`src/rtl/approx_pp_mult_seq_if.sv`:
```
// approx_pp_mult_seq_if: operand/product handshake bundle for the sequential partial-product multiplier
interface approx_pp_mult_seq_if #(
    parameter int W = 6
);
    localparam int RW = (W > 1) ? $clog2(W) : 1;
    logic          in_valid;
    logic          in_ready;
    logic [W-1:0]  a;
    logic [W-1:0]  b;
    logic          approx;
    logic          out_valid;
    logic          out_ready;
    logic [2*W-1:0] p;
    logic [RW-1:0] row_idx;
    modport master (
        output in_valid, a, b, approx, out_ready,
        input  in_ready, out_valid, p, row_idx
    );
    modport slave (
        input  in_valid, a, b, approx, out_ready,
        output in_ready, out_valid, p, row_idx
    );
endinterface

```
`src/rtl/approx_pp_mult_seq.sv`:
```
// approx_pp_mult_seq: one partial-product row per clock, optional truncation of the K low columns
module approx_pp_mult_seq #(
    parameter int W = 6,
    parameter int K = 3
) (
    input logic clk,
    input logic rst,
    approx_pp_mult_seq_if.slave bus
);
    localparam int RW = (W > 1) ? $clog2(W) : 1;
    localparam logic [2*W-1:0] LOW = {(2*W){1'b1}} >> (2*W - K);
    typedef enum logic [1:0] {IDLE, RUN, DONE} state_t;
    state_t state, state_n;
    logic [W-1:0] a_lat, b_lat;
    logic approx_lat;
    logic [2*W-1:0] acc, row, row_m;
    logic [RW-1:0] row_idx;
    logic last;
    assign last = row_idx == RW'(W - 1);
    assign row = {{W{1'b0}}, a_lat & {W{b_lat[row_idx]}}} << row_idx;
    assign row_m = approx_lat ? row & ~LOW : row;
    assign bus.in_ready = state == IDLE;
    assign bus.out_valid = state == DONE;
    assign bus.p = acc;
    assign bus.row_idx = row_idx;
    // state register
    always_ff @(posedge clk) begin
        if (rst) state <= IDLE;
        else state <= state_n;
    end
    // next state: accept in IDLE, leave RUN after the last row, release DONE on handshake
    always_comb begin
        state_n = state;
        case (state)
            IDLE: state_n = bus.in_valid ? RUN : IDLE;
            RUN: state_n = last ? DONE : RUN;
            DONE: state_n = bus.out_ready ? IDLE : DONE;
            default: state_n = IDLE;
        endcase
    end
    // operand latch and row accumulation
    always_ff @(posedge clk) begin
        if (rst) begin
            a_lat <= '0;
            b_lat <= '0;
            approx_lat <= 1'b0;
            acc <= '0;
            row_idx <= '0;
        end else if (state == IDLE && bus.in_valid) begin
            a_lat <= bus.a;
            b_lat <= bus.b;
            approx_lat <= bus.approx;
            acc <= '0;
            row_idx <= '0;
        end else if (state == RUN) begin
            acc <= acc + row_m;
            row_idx <= last ? '0 : row_idx + RW'(1);
        end
    end
endmodule

```
`src/flat_wrapper.sv`:
```
// flat-port wrapper written by rule: the top's interface ports become plain ports
module approx_pp_mult_seq_flat 
#(
    parameter int W = 6,
    parameter int K = 3
)
  (clk, rst, bus_in_valid, bus_a, bus_b, bus_approx, bus_out_ready, bus_in_ready, bus_out_valid, bus_p, bus_row_idx);
  approx_pp_mult_seq_if #(.W(W)) bus_i ();
  input logic clk;
  input logic rst;
  input wire logic [$bits(bus_i.in_valid)-1:0] bus_in_valid;
  input wire logic [$bits(bus_i.a)-1:0] bus_a;
  input wire logic [$bits(bus_i.b)-1:0] bus_b;
  input wire logic [$bits(bus_i.approx)-1:0] bus_approx;
  input wire logic [$bits(bus_i.out_ready)-1:0] bus_out_ready;
  output wire logic [$bits(bus_i.in_ready)-1:0] bus_in_ready;
  output wire logic [$bits(bus_i.out_valid)-1:0] bus_out_valid;
  output wire logic [$bits(bus_i.p)-1:0] bus_p;
  output wire logic [$bits(bus_i.row_idx)-1:0] bus_row_idx;
  assign bus_i.in_valid = bus_in_valid;
  assign bus_i.a = bus_a;
  assign bus_i.b = bus_b;
  assign bus_i.approx = bus_approx;
  assign bus_i.out_ready = bus_out_ready;
  assign bus_in_ready = bus_i.in_ready;
  assign bus_out_valid = bus_i.out_valid;
  assign bus_p = bus_i.p;
  assign bus_row_idx = bus_i.row_idx;
  approx_pp_mult_seq #(.W(W), .K(K)) u_core (.clk(clk), .rst(rst), .bus(bus_i));
endmodule
```
`config.mk`:
```
export PLATFORM = sky130hd
export DESIGN_NAME = approx_pp_mult_seq_flat
export DESIGN_NICKNAME = d
export VERILOG_FILES = /design/src/rtl/approx_pp_mult_seq_if.sv /design/src/rtl/approx_pp_mult_seq.sv /design/src/flat_wrapper.sv
export SDC_FILE = /design/constraint.sdc
export NUM_CORES = 1
export LEC_CHECK = 0
export ABC_AREA = 1
export CORE_ASPECT_RATIO = 1.25
export CORE_MARGIN = 8
export CORE_UTILIZATION = 40
export CTS_CLUSTER_DIAMETER = 30
export DETAILED_ROUTE_END_ITERATION = 10
export GPL_ROUTABILITY_DRIVEN = 0
export PLACE_DENSITY_LB_ADDON = 0.15
export SLEW_MARGIN = 20
export SYNTH_ARGS = -nofsm -noshare
export SYNTH_HDL_FRONTEND = slang
export SYNTH_SLANG_ARGS = --single-unit
```
`constraint.sdc`:
```
create_clock -name clk -period 2.94 [get_ports clk]
set_clock_uncertainty 0.2 [all_clocks]
set_input_delay 0.588 -clock clk [delete_from_list [all_inputs] [get_ports clk]]
set_output_delay 0.588 -clock clk [all_outputs]
set_load 0.05 [all_outputs]
```
==> results.json <==
{
  "status": "finished clean",
  "drt_drc_violations_left": 0,
  "floorplan_die_area_um2": 7430,
  "max_freq_ghz": 0.361,
  "synth_nets": 335,
  "die_x_um": 78.7,
  "ios": 34,
  "placeableCoreArea_um2": 4730,
  "synth_edf_count": 0,
  "ff2ff_path_depth": 16,
  "worstSkewPairLatency_ps": 280,
  "synth_top_cells_by_area": "sky130_fd_sc_hd__dfxtp_1 (31%), sky130_fd_sc_hd__nand2_1 (13%), sky130_fd_sc_hd__nand3_1 (11%)",
  "cp-start-kind": "register",
  "clock_slew_at_the_register_clock_pins_of_the_worst_setup_and_hold_paths_ps": 70,
  "final_design_area_no_fill_um2": 2570,
  "p_leak_nw": 1.17,
  "yosys.area_share.adder_pct": 8.02,
  "final.fill_count": 483,
  "critPathArrivalTime_ps": 2750,
  "clock_tree.htree_level_count": 2,
  "placement.setup.worst_slack_ps": 36.0,
  "post_synth_xor_area_fraction_pct": 2.67,
  "grt_pass1_wl_um": 8090,
  "post-synth-top-area-fraction_pct": 30.5,
  "drive_above_1_share_pct": 12.4,
  "setup_total_negative_slack_ps": 0,
  "synth.cell_area_um2": 1970,
  "floorplan.initialDensity_pct": 41.6,
  "syn_inst": 306,
  "timing_worst_slew_pin_value_ps": 515,
  "critPathRequiredTime_ps": 2920,
  "pwr_density_cell_nw_per_um2": 419,
  "final_util_pct": 54.3,
  "synth.avg_cell_area_um2": 6.43,
  "die_height_um": 94.4,
  "ys_async_sr_fraction_pct": 0,
  "synth_top_flop_cell": "sky130_fd_sc_hd__dfxtp_1",
  "number_of_antenna_cells_inserted": 0,
  "cts_hold_buf": 0,
  "yosys.area_share.simple_pct": 35.6,
  "synth_area_leader_cell": "sky130_fd_sc_hd__dfxtp_1",
  "cts_tree": "built",
  "cts_inserted_buffers": 5,
  "layout_worst_path_cycle_share_pct": 94.3,
  "buffer_levels_on_the_longest_clock_path": 2,
  "whs_ps": 264,
  "report.final.slew_viol_count": 0,
  "grt.total_usage_pct": 13.5,
  "synth_seq_area_share_pct": 30.5,
  "clkSinkCount": 30,
  "detailedRoute.firstPassIterationCount": 4,
  "vdd.ir_drop.worst_uv": 273,
  "ff_latch_area_um2": 607,
  "area_occupied_by_multi_input_gates_um2": 1230,
  "grt_pass1_vias": 1798,
  "reg2reg_setup_slack_ps": 170,
  "finalSetupViolCount": 0,
  "yosys_warnings": 0,
  "clockRootBuffer": "sky130_fd_sc_hd__clkbuf_8",
  "grt_use_met1_pct": 15.6,
  "critical_path_start_end_classification": "reg2reg",
  "synthMostInstantiatedCell": "sky130_fd_sc_hd__nand2_1",
  "final-hold-violation-count": 0,
  "cap_viol_max_count": 0,
  "detailroute.via_count": 2011,
  "dpl-instance-area_um2": 2360,
  "port-buffer-count": 33,
  "global_route_total_overflow": 0,
  "rows": 28,
  "end_kind": "register",
  "post-route-worst-setup-slack_ps": 167,
  "met2_usage_pct": 23.0,
  "grtUsageMet3_pct": 3.42,
  "grt_setup_unrepaired": "yes",
  "final_net_count": 374,
  "min_delay_path_depth": 2,
  "yosys-top-cells-count": "sky130_fd_sc_hd__nand2_1 (70), sky130_fd_sc_hd__nand3_1 (43), sky130_fd_sc_hd__nor2_1 (39)",
  "hpwl_um": 3720,
  "area.growth.synth_to_final_pct": 30.6,
  "worst-path-max-fanout": 7,
  "drt.antenna.violating_nets": 0,
  "synth.ff_latch_count": 30,
  "synth_compound_gate_area_share_pct": 11.8,
  "detail_route.vias_per_cell": 4.95,
  "initial_antenna_violation_count": 0,
  "ys_types": 27,
  "dominant_combinational_cell_family_by_area_after_synthesis": "simple AND/OR/NAND/NOR gates",
  "grt_start_max_net_pins": 21,
  "timing.slew.headroom_pct": 65.6,
  "yosys-mux-area-fraction_pct": 0,
  "wire_per_inst_um": 12.0,
  "hold_class": "reg2reg",
  "drt_first_iter_violations": 105,
  "wirelength_um": 4870,
  "finalCriticalPeriod_ps": 2770,
  "grt.busiest_layer": "met2"
}
==> power breakdown <==
| part | internal (mW) | switching (mW) | leakage [nW] |
|---|---|---|---|
| logic | 0.0876 | 0.134 | 0.873 |
| clock network | 0.253 | 0.156 | 0.0524 |
| registers | 0.428 | 0.0170 | 0.247 |
| total | 0.769 | 0.307 | 1.17 |
==> final timing paths <==
check                                                 endpoint                                from
worst max-delay path             u_core.bus.p[10]$_SDFFE_PP0P_  u_core.bus.row_idx[0]$_SDFFE_PP0P_
worst min-delay path            u_core.approx_lat$_SDFFE_PP0P_      u_core.approx_lat$_SDFFE_PP0P_
worst max register to register   u_core.bus.p[10]$_SDFFE_PP0P_  u_core.bus.row_idx[0]$_SDFFE_PP0P_
worst min register to register  u_core.approx_lat$_SDFFE_PP0P_      u_core.approx_lat$_SDFFE_PP0P_
==> cells in the final DEF (no fill, tap or decap), types with 3 or more instances in the layout <==
| cell type | n |
|---|---|
| sky130_fd_sc_hd__a211oi_1 | 4 |
| sky130_fd_sc_hd__clkbuf_8 | 5 |
| sky130_fd_sc_hd__nand3_1 | 38 |
| sky130_fd_sc_hd__dfxtp_1 | 27 |
| sky130_fd_sc_hd__nand3_2 | 5 |
| sky130_fd_sc_hd__a21oi_1 | 21 |
| sky130_fd_sc_hd__clkdlybuf4s50_1 | 33 |
| sky130_fd_sc_hd__o21ai_0 | 9 |
| sky130_fd_sc_hd__inv_1 | 36 |
| sky130_fd_sc_hd__nand2_1 | 69 |
| sky130_fd_sc_hd__a21oi_2 | 3 |
| sky130_fd_sc_hd__nor2_1 | 39 |
| sky130_fd_sc_hd__buf_4 | 10 |
| sky130_fd_sc_hd__ha_1 | 8 |
| sky130_fd_sc_hd__nor3_1 | 4 |
| sky130_fd_sc_hd__xor2_1 | 5 |
==> critical path, stage by stage, from the launching register on <==
cell	delay, ps
sky130_fd_sc_hd__dfxtp_4	370
sky130_fd_sc_hd__or2_2	290
sky130_fd_sc_hd__o211ai_1	180
sky130_fd_sc_hd__nand2_2	170
sky130_fd_sc_hd__nand3_1	130
sky130_fd_sc_hd__nand3_1	100
sky130_fd_sc_hd__nand2_1	70
sky130_fd_sc_hd__nor2_1	50
sky130_fd_sc_hd__ha_1	360
sky130_fd_sc_hd__nand2_1	130
sky130_fd_sc_hd__a21oi_1	90
sky130_fd_sc_hd__o21ai_0	160
sky130_fd_sc_hd__nand3_1	110
sky130_fd_sc_hd__nand2_1	70
sky130_fd_sc_hd__nand2_1	40
sky130_fd_sc_hd__o21ai_1	110
sky130_fd_sc_hd__inv_1	50
==> through the flow <==
| stage | power [mW] | cells |
|---|---|---|
| 6_report | 1.08 | 406 |
| 5_1_grt | 1.13 | 406 |
| 4_1_cts | 1.07 | 403 |
| 3_5_place_dp | 0.662 | 395 |
| 3_3_place_gp | 0.661 | 395 |
| 2_1_floorplan | 0.598 | 306 |
==> sequential cells by signal, indices dropped and copies added, names as in the netlist <==
| signal | cells |
|---|---|
| u_core.state | 2 |
| u_core.b_lat | 6 |
| u_core.bus.p | 12 |
| u_core.a_lat | 6 |
| u_core.approx_lat | 1 |
| u_core.bus.row_idx | 3 |
==> timing repair <==
item / CTS / global route
endpoints found under the setup margin: 0 / 9
setup buffers: 0 / 2
hold endpoints to repair: 0 / 0
resized for setup: 0 / 21
==> cells by family (layout without fill, tap and decap cells) <==
kind of cell | count (synthesis) | after routing
simple gates | 164 | 165
buf+inv | 51 | 90
compound gates | 43 | 43
flops | 30 | 30
fa+ha+maj | 12 | 12
xor+xnor | 6 | 6
==> layer usage <==
| layer | up-vias | part of all wire, % |
|---|---|---|
| li1 | 1066 | - |
| met1 | 899 | 44 |
| met2 | 38 | 50 |
| met3 | 8 | 3.9 |
| met4 | 0 | 2.0 |
| met5 | - | 0 |
==> layout make-up <==
cell class | count | area share, %
sequential | 30 | 23.6
clock inverter | 1 | 1.17
inverter | 39 | 5.80
tap | 60 | 2.92
clock buffer | 7 | 2.97
multi-input combinational | 226 | 47.7
timing repair buffer | 43 | 15.8
(Power assumes the default switching activity.)
